## src/rtl/uart_pkg.sv

```systemverilog
// Shared UART definitions: receiver FSM states, frame width and bit-timing helper.
package uart_pkg;

  localparam int DATA_BITS = 8;

  typedef enum logic [2:0] {
    IDLE,
    START,
    DATA,
    STOP,
    BREAK
  } rx_state_e;

  function automatic int clks_per_bit(input int clock_freq, input int bit_rate);
    return clock_freq / bit_rate;
  endfunction

endpackage

```

## src/rtl/uart_rx_fifo_if.sv

```systemverilog
// Consumer-side view of the UART receive buffer: FWFT read port plus error pulses.
interface uart_rx_fifo_if
  import uart_pkg::*;
#(
  parameter int BUFFER_SIZE = 16
);

  logic                               rd_en;
  logic [DATA_BITS-1:0]               rd_data;
  logic                               empty;
  logic                               full;
  logic [$clog2(BUFFER_SIZE+1)-1:0]   count;
  logic                               frame_error;
  logic                               overrun;

  modport master (
    output rd_en,
    input  rd_data, empty, full, count, frame_error, overrun
  );

  modport slave (
    input  rd_en,
    output rd_data, empty, full, count, frame_error, overrun
  );

endinterface

```

## src/rtl/sync_fifo.sv

```systemverilog
// Single-clock first-word-fall-through FIFO; DEPTH must be a power of two, at least 2.
module sync_fifo #(
  parameter int WIDTH = 8,
  parameter int DEPTH = 16
) (
  input  logic                     clk,
  input  logic                     rst_n,
  input  logic                     push,
  input  logic [WIDTH-1:0]         wr_data,
  input  logic                     pop,
  output logic [WIDTH-1:0]         rd_data,
  output logic                     empty,
  output logic                     full,
  output logic [$clog2(DEPTH):0]   count
);

  localparam int AW = $clog2(DEPTH);
  localparam logic [AW:0] PTR_ONE = (AW+1)'(1);

  logic [WIDTH-1:0] mem [DEPTH];
  logic [AW:0]      wr_ptr;
  logic [AW:0]      rd_ptr;
  logic             do_push;
  logic             do_pop;

  // The extra pointer MSB tells a wrapped (full) FIFO from an empty one.
  assign empty   = (wr_ptr == rd_ptr);
  assign full    = (wr_ptr[AW] != rd_ptr[AW]) && (wr_ptr[AW-1:0] == rd_ptr[AW-1:0]);
  assign count   = wr_ptr - rd_ptr;
  assign do_pop  = pop && !empty;
  assign do_push = push && (!full || do_pop);
  assign rd_data = empty ? '0 : mem[rd_ptr[AW-1:0]];

  // NOTE: sequential state uses non-blocking assignments so every flop samples pre-edge values.
  always_ff @(posedge clk or negedge rst_n) begin
    if (!rst_n) begin
      wr_ptr <= '0;
      rd_ptr <= '0;
    end else begin
      if (do_push) wr_ptr <= wr_ptr + PTR_ONE;
      if (do_pop)  rd_ptr <= rd_ptr + PTR_ONE;
    end
  end

  // NOTE: storage is deliberately not reset; rd_data is masked while empty so stale words never escape.
  always_ff @(posedge clk) begin
    if (do_push) mem[wr_ptr[AW-1:0]] <= wr_data;
  end

endmodule

```

## src/rtl/uart_rx_fifo.sv

```systemverilog
// 8N1 UART receiver: 2-FF synchroniser, mid-bit sampling FSM, FWFT receive buffer.
module uart_rx_fifo
  import uart_pkg::*;
#(
  parameter int CLOCK_FREQ  = 27000000,
  parameter int BIT_RATE    = 115200,
  parameter int BUFFER_SIZE = 16
) (
  input  logic          clk,
  input  logic          reset,
  input  logic          rx,
  uart_rx_fifo_if.slave bus
);

  localparam int CPB   = clks_per_bit(CLOCK_FREQ, BIT_RATE);
  localparam int CNT_W = (CPB > 1) ? $clog2(CPB) : 1;
  localparam int IDX_W = $clog2(DATA_BITS);

  localparam logic [CNT_W-1:0] CNT_LAST    = CNT_W'(CPB - 1);
  localparam logic [CNT_W-1:0] CNT_ONE     = CNT_W'(1);
  // Starting here puts the first terminal count half a bit after the falling edge.
  localparam logic [CNT_W-1:0] CNT_PRELOAD = CNT_W'(CPB - 1 - CPB / 2);
  localparam logic [IDX_W-1:0] IDX_LAST    = IDX_W'(DATA_BITS - 1);
  localparam logic [IDX_W-1:0] IDX_ONE     = IDX_W'(1);

  logic                 rx_meta;
  logic                 rxs;
  rx_state_e            state;
  rx_state_e            next_state;
  logic [CNT_W-1:0]     baud_cnt;
  logic [IDX_W-1:0]     bit_idx;
  logic [DATA_BITS-1:0] shreg;
  logic                 tick;
  logic                 push;
  logic                 stop_bad;
  logic                 fifo_full;

  always_ff @(posedge clk or negedge reset) begin
    if (!reset) {rx_meta, rxs} <= 2'b11;
    else        {rx_meta, rxs} <= {rx, rx_meta};
  end

  assign tick = (baud_cnt == CNT_LAST);

  always_ff @(posedge clk or negedge reset) begin
    if (!reset) state <= IDLE;
    else        state <= next_state;
  end

  // NOTE: default assignment first so no path through the case leaves next_state unassigned.
  always_comb begin
    next_state = state;
    case (state)
      IDLE:    if (!rxs) next_state = START;
      START:   if (tick) next_state = rxs ? IDLE : DATA;
      DATA:    if (tick && bit_idx == IDX_LAST) next_state = STOP;
      STOP:    if (tick) next_state = rxs ? IDLE : BREAK;
      BREAK:   if (rxs) next_state = IDLE;
      default: next_state = IDLE;
    endcase
  end

  always_comb begin
    push     = 1'b0;
    stop_bad = 1'b0;
    if (state == STOP && tick) begin
      push     = rxs;
      stop_bad = !rxs;
    end
  end

  always_ff @(posedge clk or negedge reset) begin
    if (!reset) begin
      baud_cnt <= '0;
      bit_idx  <= '0;
      shreg    <= '0;
    end else begin
      case (state)
        IDLE:    baud_cnt <= rxs ? '0 : CNT_PRELOAD;
        BREAK:   baud_cnt <= '0;
        default: baud_cnt <= tick ? '0 : baud_cnt + CNT_ONE;
      endcase
      if (state == START) bit_idx <= '0;
      if (state == DATA && tick) begin
        shreg   <= {rxs, shreg[DATA_BITS-1:1]};
        bit_idx <= bit_idx + IDX_ONE;
      end
    end
  end

  sync_fifo #(
    .WIDTH (DATA_BITS),
    .DEPTH (BUFFER_SIZE)
  ) u_fifo (
    .clk     (clk),
    .rst_n   (reset),
    .push    (push),
    .wr_data (shreg),
    .pop     (bus.rd_en),
    .rd_data (bus.rd_data),
    .empty   (bus.empty),
    .full    (fifo_full),
    .count   (bus.count)
  );

  assign bus.full = fifo_full;

  // A full FIFO is never empty, so rd_en alone means a same-cycle pop frees a slot.
  always_ff @(posedge clk or negedge reset) begin
    if (!reset) begin
      bus.frame_error <= 1'b0;
      bus.overrun     <= 1'b0;
    end else begin
      bus.frame_error <= stop_bad;
      bus.overrun     <= push && fifo_full && !bus.rd_en;
    end
  end

endmodule

```

## src/flat_wrapper.sv

```systemverilog
// flat-port wrapper written by rule: the top's interface ports become plain ports
module uart_rx_fifo_flat import uart_pkg::*;
#(
  parameter int CLOCK_FREQ  = 27000000,
  parameter int BIT_RATE    = 115200,
  parameter int BUFFER_SIZE = 16
)
  (clk, reset, rx, bus_rd_en, bus_rd_data, bus_empty, bus_full, bus_count, bus_frame_error, bus_overrun);
  uart_rx_fifo_if #(.BUFFER_SIZE(BUFFER_SIZE)) bus_i ();
  input  logic clk;
  input  logic reset;
  input  logic rx;
  input wire logic [$bits(bus_i.rd_en)-1:0] bus_rd_en;
  output wire logic [$bits(bus_i.rd_data)-1:0] bus_rd_data;
  output wire logic [$bits(bus_i.empty)-1:0] bus_empty;
  output wire logic [$bits(bus_i.full)-1:0] bus_full;
  output wire logic [$bits(bus_i.count)-1:0] bus_count;
  output wire logic [$bits(bus_i.frame_error)-1:0] bus_frame_error;
  output wire logic [$bits(bus_i.overrun)-1:0] bus_overrun;
  assign bus_i.rd_en = bus_rd_en;
  assign bus_rd_data = bus_i.rd_data;
  assign bus_empty = bus_i.empty;
  assign bus_full = bus_i.full;
  assign bus_count = bus_i.count;
  assign bus_frame_error = bus_i.frame_error;
  assign bus_overrun = bus_i.overrun;
  uart_rx_fifo #(.CLOCK_FREQ(CLOCK_FREQ), .BIT_RATE(BIT_RATE), .BUFFER_SIZE(BUFFER_SIZE)) u_core (.clk(clk), .reset(reset), .rx(rx), .bus(bus_i));
endmodule
```

## config.mk

```make
export PLATFORM = sky130hd
export DESIGN_NAME = uart_rx_fifo_flat
export DESIGN_NICKNAME = d
export VERILOG_FILES = /design/src/rtl/uart_pkg.sv /design/src/rtl/uart_rx_fifo_if.sv /design/src/rtl/sync_fifo.sv /design/src/rtl/uart_rx_fifo.sv /design/src/flat_wrapper.sv
export SDC_FILE = /design/constraint.sdc
export NUM_CORES = 1
export LEC_CHECK = 0
export BUFFER_PORTS_ARGS = -buffer_cell sky130_fd_sc_hd__buf_2
export CELL_PAD_IN_SITES_DETAIL_PLACEMENT = 1
export CELL_PAD_IN_SITES_GLOBAL_PLACEMENT = 1
export CORE_AREA = 5 5 120 122
export DETAILED_ROUTE_END_ITERATION = 8
export DIE_AREA = 0 0 125 127
export PLACE_DENSITY_LB_ADDON = 0.1
export SLEW_MARGIN = 20
export SYNTH_ARGS = -nofsm -noshare
export SYNTH_HDL_FRONTEND = slang
export SYNTH_HIERARCHICAL = 1
export SYNTH_SLANG_ARGS = --single-unit
```

## constraint.sdc

```tcl
create_clock -name clk -period 6.7 [get_ports clk]
set_input_delay 0.335 -clock clk [delete_from_list [all_inputs] [get_ports clk]]
set_output_delay 0.335 -clock clk [all_outputs]
set_load 0.1 [all_outputs]
```

==> results of run 1 <==
==> cells by family (layout without fill, tap and decap cells) <==
| family | after synthesis | after routing | synth area share [%] |
|---|---|---|---|
| buffers and inverters | 30 | 69 | 2.90 |
| flip-flops | 164 | 164 | 68.3 |
| AO/OA/AOI/OAI | 39 | 39 | 4.18 |
| AND/OR/NAND/NOR | 72 | 72 | 5.87 |
| multiplexers | 50 | 50 | 14.3 |
| adder cells (fa/ha/maj) | 14 | 14 | 2.63 |
| XOR/XNOR | 14 | 14 | 1.87 |
==> cell type report <==
class | count | share of cell area (%)
timing repair buffer | 23 | 1.62
tap | 176 | 2.85
clock buffer | 25 | 6.71
multi-input combinational | 189 | 26.0
clock inverter | 7 | 0.584
inverter | 14 | 0.746
sequential | 164 | 61.5
==> sequential cells by signal (all words and copies together) (netlist names) <==
name                    flops
u_core/bus.overrun          1
u_core/rxs                  1
u_core/bus.frame_error      1
u_core/u_fifo/wr_ptr        5
u_core/rx_meta              1
u_core/state                3
u_core/baud_cnt             8
u_core/bit_idx              3
u_core/u_fifo/mem         128
u_core/shreg                8
u_core/u_fifo/rd_ptr        5
==> cells in the mapped netlist, types with 2 or more instances <==
| master | number | area (sq um) |
|---|---|---|
| a21o_1 | 2 | 15.0 |
| nand2_1 | 12 | 45.0 |
| ha_1 | 13 | 163 |
| and3_1 | 14 | 87.6 |
| nand4_1 | 4 | 25.0 |
| dfstp_2 | 2 | 52.6 |
| mux2i_1 | 8 | 80.1 |
| o31a_1 | 4 | 35.0 |
| a22oi_1 | 2 | 15.0 |
| nor3_1 | 7 | 35.0 |
| a21oi_1 | 8 | 40.0 |
| a311oi_1 | 2 | 17.5 |
| a221o_1 | 7 | 70.1 |
| o221ai_1 | 2 | 17.5 |
| and2_1 | 5 | 31.3 |
| buf_2 | 2 | 10.0 |
| inv_1 | 12 | 45.0 |
| mux4_1 | 13 | 342 |
| inv_4 | 2 | 12.5 |
| or4_1 | 2 | 15.0 |
| nand3_1 | 6 | 30.0 |
| dfrtp_1 | 34 | 851 |
| o21ai_0 | 4 | 20.0 |
| nor2b_1 | 2 | 12.5 |
| buf_4 | 2 | 15.0 |
| xnor2_1 | 10 | 87.6 |
| buf_6 | 4 | 45.0 |
| edfxtp_1 | 128 | 3840 |
| clkbuf_1 | 5 | 18.8 |
| xor2_1 | 3 | 26.3 |
| mux2_4 | 8 | 120 |
| mux4_2 | 19 | 428 |
| nor2_1 | 10 | 37.5 |
| buf_12 | 2 | 40.0 |
==> worst max-delay path, delay by kind of cell, from the launching register on <==
family | cells | cell delay, ns
DFF | 1 | 0.65
AOI/OAI and AO/OA | 1 | 0.31
and+or+nand+nor | 3 | 0.88
adders and majority gates | 1 | 0.38
buffers and inverters | 3 | 0.71
==> per-layer routing <==
layer | vias to the layer above | share of wire, % | routed length [microns]
met5 | - | 0 | 0
met4 | 0 | 2.1 | 283
met3 | 17 | 3.5 | 463
met2 | 58 | 49 | 6520
met1 | 1865 | 46 | 6090
li1 | 1586 | - | -
==> path summary, 6_finish.rpt <==
kind / cells after the start / slack (ns) / from / end
worst min register to register: 0 / 0.35 / u_core/rx_meta$_DFF_PN1_ / u_core/rxs$_DFF_PN1_
worst max register to register: 6 / 3.72 / u_core/u_fifo/rd_ptr[2]$_DFFE_PN0P_ / u_core/u_fifo/mem[0][6]$_DFFE_PP_
min in group clk: 2 / 0.17 / bus_rd_en / u_core/bus.overrun$_DFF_PN0_
max in group asynchronous: 1 / 6.09 / reset / u_core/u_fifo/rd_ptr[0]$_DFFE_PN0P_
worst min-delay path: 1 / 0.02 / reset / u_core/bit_idx[1]$_DFFE_PN0P_
worst max-delay path: 8 / 3.02 / u_core/u_fifo/rd_ptr[2]$_DFFE_PN0P_ / bus_rd_data[7]
==> cells in the final DEF (no fill, tap or decap), types with 8 or more instances in the layout <==
cell type / instances
dfrtp_1: 33
xnor2_1: 10
mux4_1: 13
buf_2: 20
and3_1: 14
nand2_1: 12
a21oi_1: 8
clkbuf_16: 19
mux4_2: 19
ha_1: 13
nor2_1: 10
edfxtp_1: 128
inv_1: 12
mux2i_1: 8
mux2_4: 8
==> metrics by stage <==
step | std cells | hold slack [ns] | power, mW
3_3_place_gp | 565 | 0.346 | 1.74
4_1_cts | 598 | 0.0411 | 2.66
6_report | 598 | 0.0175 | 2.63
5_1_grt | 598 | 0.0966 | 2.74
2_1_floorplan | 383 | 0.0394 | 1.68
3_5_place_dp | 565 | 0.347 | 1.75
==> timing repair <==
action	CTS	global route
buffers inserted	0	0
endpoints found under the hold margin	1	0
hold buffers	1	0
==> where the power goes <==
group	switching, mW	internal, mW	total [mW]
sequential	0.0392	1.10	1.14
clock	0.367	0.536	0.903
combinational	0.421	0.163	0.584
total	0.828	1.80	2.63
==> impl_metrics.py, run 1 <==
metrics = {
    "floorplan": {
        "die_x_microns": 125,
        "die_h_microns": 127,
        "pin_count": 21,
        "start_util_pct": 53.1,
        "die_area_sq_um": 15900,
        "core-area_sq_um": 13100,
        "rows": 42,
    },
    "power_and_ir_drop": {
        "ir_drop_v": 0.000486,
        "p_leak_nw": 3.24,
        "pwr_density_cell_nw_per_um2": 341,
    },
    "final_layout": {
        "drive_gt1_share_pct": 20.9,
        "area.sequential_sq_um": 4750,
        "multiInputGateArea_sq_um": 2000,
        "final_nets": 427,
        "n_antenna_cell": 0,
        "fillerInstances": 1184,
        "design_area_sq_um": 7720,
        "syn_to_final_growth_pct": 11.0,
        "final_util_pct": 59.0,
    },
    "global_routing": {
        "antenna_found_initial": 0,
        "met1_usage_pct": 25.2,
        "grt.total_usage_pct": 18.2,
        "grt_max_degree": 37,
        "grt_pass1_vias": 3893,
        "globalRouteOverflowTotal": 0,
        "grtUsageMet2_pct": 29.1,
        "busiest_layer": "met2",
        "use_met3_pct": 3.59,
        "grt_pass1_wl_microns": 22100,
    },
    "yosys": {
        "avgSynthCellArea_sq_um": 18.2,
        "netlist_instances": 383,
        "synth_edf_count": 128,
        "ys.flop_type": "edfxtp_1",
        "synth_area_sq_um": 6950,
        "ys_seq_area_share_pct": 68.3,
        "synthesis.nets": 401,
        "ys_types": 57,
        "ys_warn_count": 6,
        "async_reset_ff_share_pct": 22.0,
        "ys_seq_elements": 164,
    },
    "timing": {
        "rsz0062_at_grt": "no",
        "fin_crit_ns": 3.68,
        "clock.fmax_mhz": 272,
        "relSlewSlack_pct": 43.7,
        "setup_violations": 0,
        "period_share_pct": 55.0,
        "setup_slack_ns": 3.02,
        "drv_slew": 0,
        "worst-slew-pin-transition_ns": 0.844,
        "finalClockSkew_ns": 0.00692,
        "final_hold_viol_count": 0,
        "setup_tns_ns": 0,
    },
    "detailed_routing": {
        "wl_microns": 13400,
        "drcViolationCount": 0,
        "wl_per_cell_microns": 22.3,
        "via_per_inst": 5.90,
        "drt_pre_antenna_iters": 4,
        "final_antenna_net_count": 0,
        "num_vias": 3526,
        "drtIter0Drc": 254,
    },
    "hold_path": {
        "hp-class": "input pin to asynchronous set/reset pin",
    },
    "worst_setup_path": {
        "arrival_ns": 3.35,
        "cp_cell_sequence": "inv_1 -> ha_1 -> and4_1 -> nand2_1 -> inv_4 -> nor2_1 -> a221o_1 -> buf_2",
        "cp_max_fo": 13,
        "slowest_delay_ns": 0.65,
        "criticalPathCategory": "flop to primary output",
        "cp-start-kind": "flop",
        "critPathCaptureType": "primary output",
        "required_ns": 6.36,
        "critPathSlowestCell": "dfrtp_1",
    },
    "clocking": {
        "insertion_delay_ns": 0.42,
        "cts_buffers": 17,
        "clockBufferDepth": 2,
        "cts_resized": 0,
        "cts_root_buf": "clkbuf_16",
        "path_clk_slew_ns": 0.06,
        "tritoncts": "built",
        "cts_sinks": 164,
        "htree_levels": 4,
    },
    "placement": {
        "place_ws_ns": 3.51,
        "place_congestion": 0.736,
        "io_buffers": 20,
        "post_dp_cell_area_sq_um": 7140,
        "post-dp-hpwl_microns": 8900,
    },
    "outcome": {
        "status": "complete, no violations",
    },
    "job": {
        "drv_cap": 0,
    },
}
Note: power is estimated with default switching activity, not from simulation.
==> inputs of run 2 (changes only) <==
--- a/config.mk
+++ b/config.mk
@@ -8,9 +8,9 @@
 export BUFFER_PORTS_ARGS = -buffer_cell sky130_fd_sc_hd__buf_2
 export CELL_PAD_IN_SITES_DETAIL_PLACEMENT = 1
 export CELL_PAD_IN_SITES_GLOBAL_PLACEMENT = 1
-export CORE_AREA = 5 5 120 122
+export CORE_AREA = 5 5 126 128
 export DETAILED_ROUTE_END_ITERATION = 8
-export DIE_AREA = 0 0 125 127
+export DIE_AREA = 0 0 131 133
 export PLACE_DENSITY_LB_ADDON = 0.1
 export SLEW_MARGIN = 20
 export SYNTH_ARGS = -nofsm -noshare
==> constraint.sdc (replaced) <==
create_clock -name clk -period 3.2 [get_ports clk]
set_input_delay 0.16 -clock clk [delete_from_list [all_inputs] [get_ports clk]]
set_output_delay 0.16 -clock clk [all_outputs]
set_load 0.1 [all_outputs]
==> impl_metrics.py, run 2 (same netlist as run 1, synthesis figures left out) <==
metrics = {
    "outcome": {
        "status": "complete, no violations",
    },
    "detailed_routing": {
        "num_vias": 3515,
        "via_per_inst": 5.72,
        "final_antenna_net_count": 0,
        "drcViolationCount": 0,
        "wl_microns": 14500,
        "drt_pre_antenna_iters": 4,
        "wl_per_cell_microns": 23.6,
        "drtIter0Drc": 241,
    },
    "clocking": {
        "tritoncts": "built",
        "path_clk_slew_ns": 0.06,
        "insertion_delay_ns": 0.42,
        "cts_buffers": 17,
        "cts_sinks": 164,
        "htree_levels": 4,
        "clockBufferDepth": 2,
        "cts_root_buf": "clkbuf_16",
    },
    "global_routing": {
        "globalRouteOverflowTotal": 0,
        "antenna_found_initial": 0,
        "grt_max_degree": 37,
        "grt_pass1_vias": 3918,
        "grt_pass1_wl_microns": 23000,
        "grt.total_usage_pct": 18.0,
    },
    "hold_path": {
        "hp-class": "flop to flop",
    },
    "power_and_ir_drop": {
        "switching_power_mw": 1.81,
        "p_int_mw": 3.91,
        "p_leak_nw": 3.31,
        "clkPwrFrac_pct": 34.9,
        "pwr_density_cell_nw_per_um2": 719,
        "switching_share_pct": 31.7,
        "combinationalPowerShare_pct": 22.9,
        "ir_drop_v": 0.00107,
        "p_seq_share_pct": 42.2,
    },
    "timing": {
        "setup_slack_ns": 0.173,
        "fin_hold_ws_ns": 0.361,
        "drv_slew": 0,
        "finalClockSkew_ns": 0.00698,
        "period_share_pct": 94.6,
        "setup_violations": 0,
        "setup_tns_ns": 0,
        "clock.fmax_mhz": 330,
        "worst-slew-pin-transition_ns": 0.828,
        "final_hold_viol_count": 0,
        "relSlewSlack_pct": 44.8,
        "fin_crit_ns": 3.03,
        "rsz0062_at_grt": "no",
    },
    "worst_setup_path": {
        "required_ns": 3.04,
        "cp_max_fo": 14,
        "criticalPathCategory": "flop to primary output",
        "cp-start-kind": "flop",
        "arrival_ns": 2.87,
        "critPathCaptureType": "primary output",
    },
    "placement": {
        "post-dp-hpwl_microns": 9620,
        "post_dp_cell_area_sq_um": 7330,
        "io_buffers": 20,
        "place_congestion": 0.759,
        "place_ws_ns": 0.501,
        "placed_cells": 579,
    },
    "final_layout": {
        "largest_register_ffs": 128,
        "layout_common_cells": "edfxtp_1, dfrtp_1, mux4_2",
        "design_area_sq_um": 7960,
        "mostFrequentLayoutCell": "edfxtp_1",
        "layoutNonFillerInstCount": 614,
        "syn_to_final_growth_pct": 14.5,
        "final_nets": 431,
        "n_antenna_cell": 0,
        "drive_gt1_share_pct": 22.5,
    },
    "job": {
        "drv_cap": 0,
    },
    "floorplan": {
        "die_x_microns": 131,
        "core-area_sq_um": 14800,
        "rows": 45,
        "pin_count": 21,
        "die_area_sq_um": 17400,
        "start_util_pct": 47.1,
        "die_h_microns": 133,
    },
}
==> run 2: cell types whose count changed in the layout (fill, tap and decap cells not counted), moves of 2 or more <==
cell           before  now
buf_12              0   10
buf_2              20   10
clkinv_4            0    5
clkbuf_1            4    0
buf_4               2    4
clkinv_2            3    1
dlygate4sd3_1       1    3
==> run 2: path summary, 6_finish.rpt <==
check                                                          from                             endpoint  slack [ns]  cells past startpoint
worst max-delay path            u_core/u_fifo/rd_ptr[0]$_DFFE_PN0P_                       bus_rd_data[7]        0.17                      7
worst min-delay path                       u_core/rx_meta$_DFF_PN1_                 u_core/rxs$_DFF_PN1_        0.36                      0
worst max register to register         u_core/baud_cnt[1]$_DFF_PN0_    u_core/u_fifo/mem[2][0]$_DFFE_PP_        0.43                      8
worst min register to register             u_core/rx_meta$_DFF_PN1_                 u_core/rxs$_DFF_PN1_        0.36                      0
max in group asynchronous                                     reset  u_core/u_fifo/rd_ptr[0]$_DFFE_PN0P_        2.20                      2
min in group asynchronous                                     reset          u_core/shreg[4]$_DFFE_PN0P_        0.38                      2
==> run 2: final cells by class <==
cell class              count  area (sq um)
clock buffers              20           478
clock inverters            12           121
fillers                  1329          6790
inverters                  14          57.6
multi-input cells         189          2010
flip-flops and latches    164          4750
well taps                 188           235
repair buffers             27           310
==> run 2: critical path, cell delays in order (launching register included) <==
cell and delay, ns:
dfrtp_4 0.60, ha_1 0.36, and4_1 0.21, nand2_1 0.27
inv_4 0.12, nor2_1 0.39, a221o_1 0.30, buf_12 0.19
==> run 2: through the flow <==
step	total power, mW	util (%)
6_report	5.72	54.0
5_1_grt	5.97	54.0
3_3_place_gp	3.76	49.7
2_1_floorplan	3.52	-
4_1_cts	5.77	53.9
3_5_place_dp	3.77	49.7
==> run 2: metal layers <==
metal  track usage, %  vias to the layer above  wire length [microns]  part of all wire (%)
met5                0                        -                      0                     0
met2             27.8                       85                   7080                    49
met4             5.66                        0                    194                   1.3
met1             25.7                     1815                   6590                    45
li1                 -                     1599                      -                     -
met3             3.96                       16                    650                   4.5
==> run 2: power by group through the flow <==
stage               clock, mW  sequential [mW]  combinational (mW)
CTS                      2.04             2.41                1.32
floorplan                   0             2.38                1.14
global placement            0             2.45                1.31
detailed placement          0             2.46                1.32
finish                   2.00             2.41                1.31
global route             2.15             2.43                1.39
==> run 2: repair_timing <==
action	CTS	global route
setup buffers	0	0
hold buffers	3	0
hold endpoints to repair	36	0
gates resized for setup	0	2
setup endpoints to repair	0	7
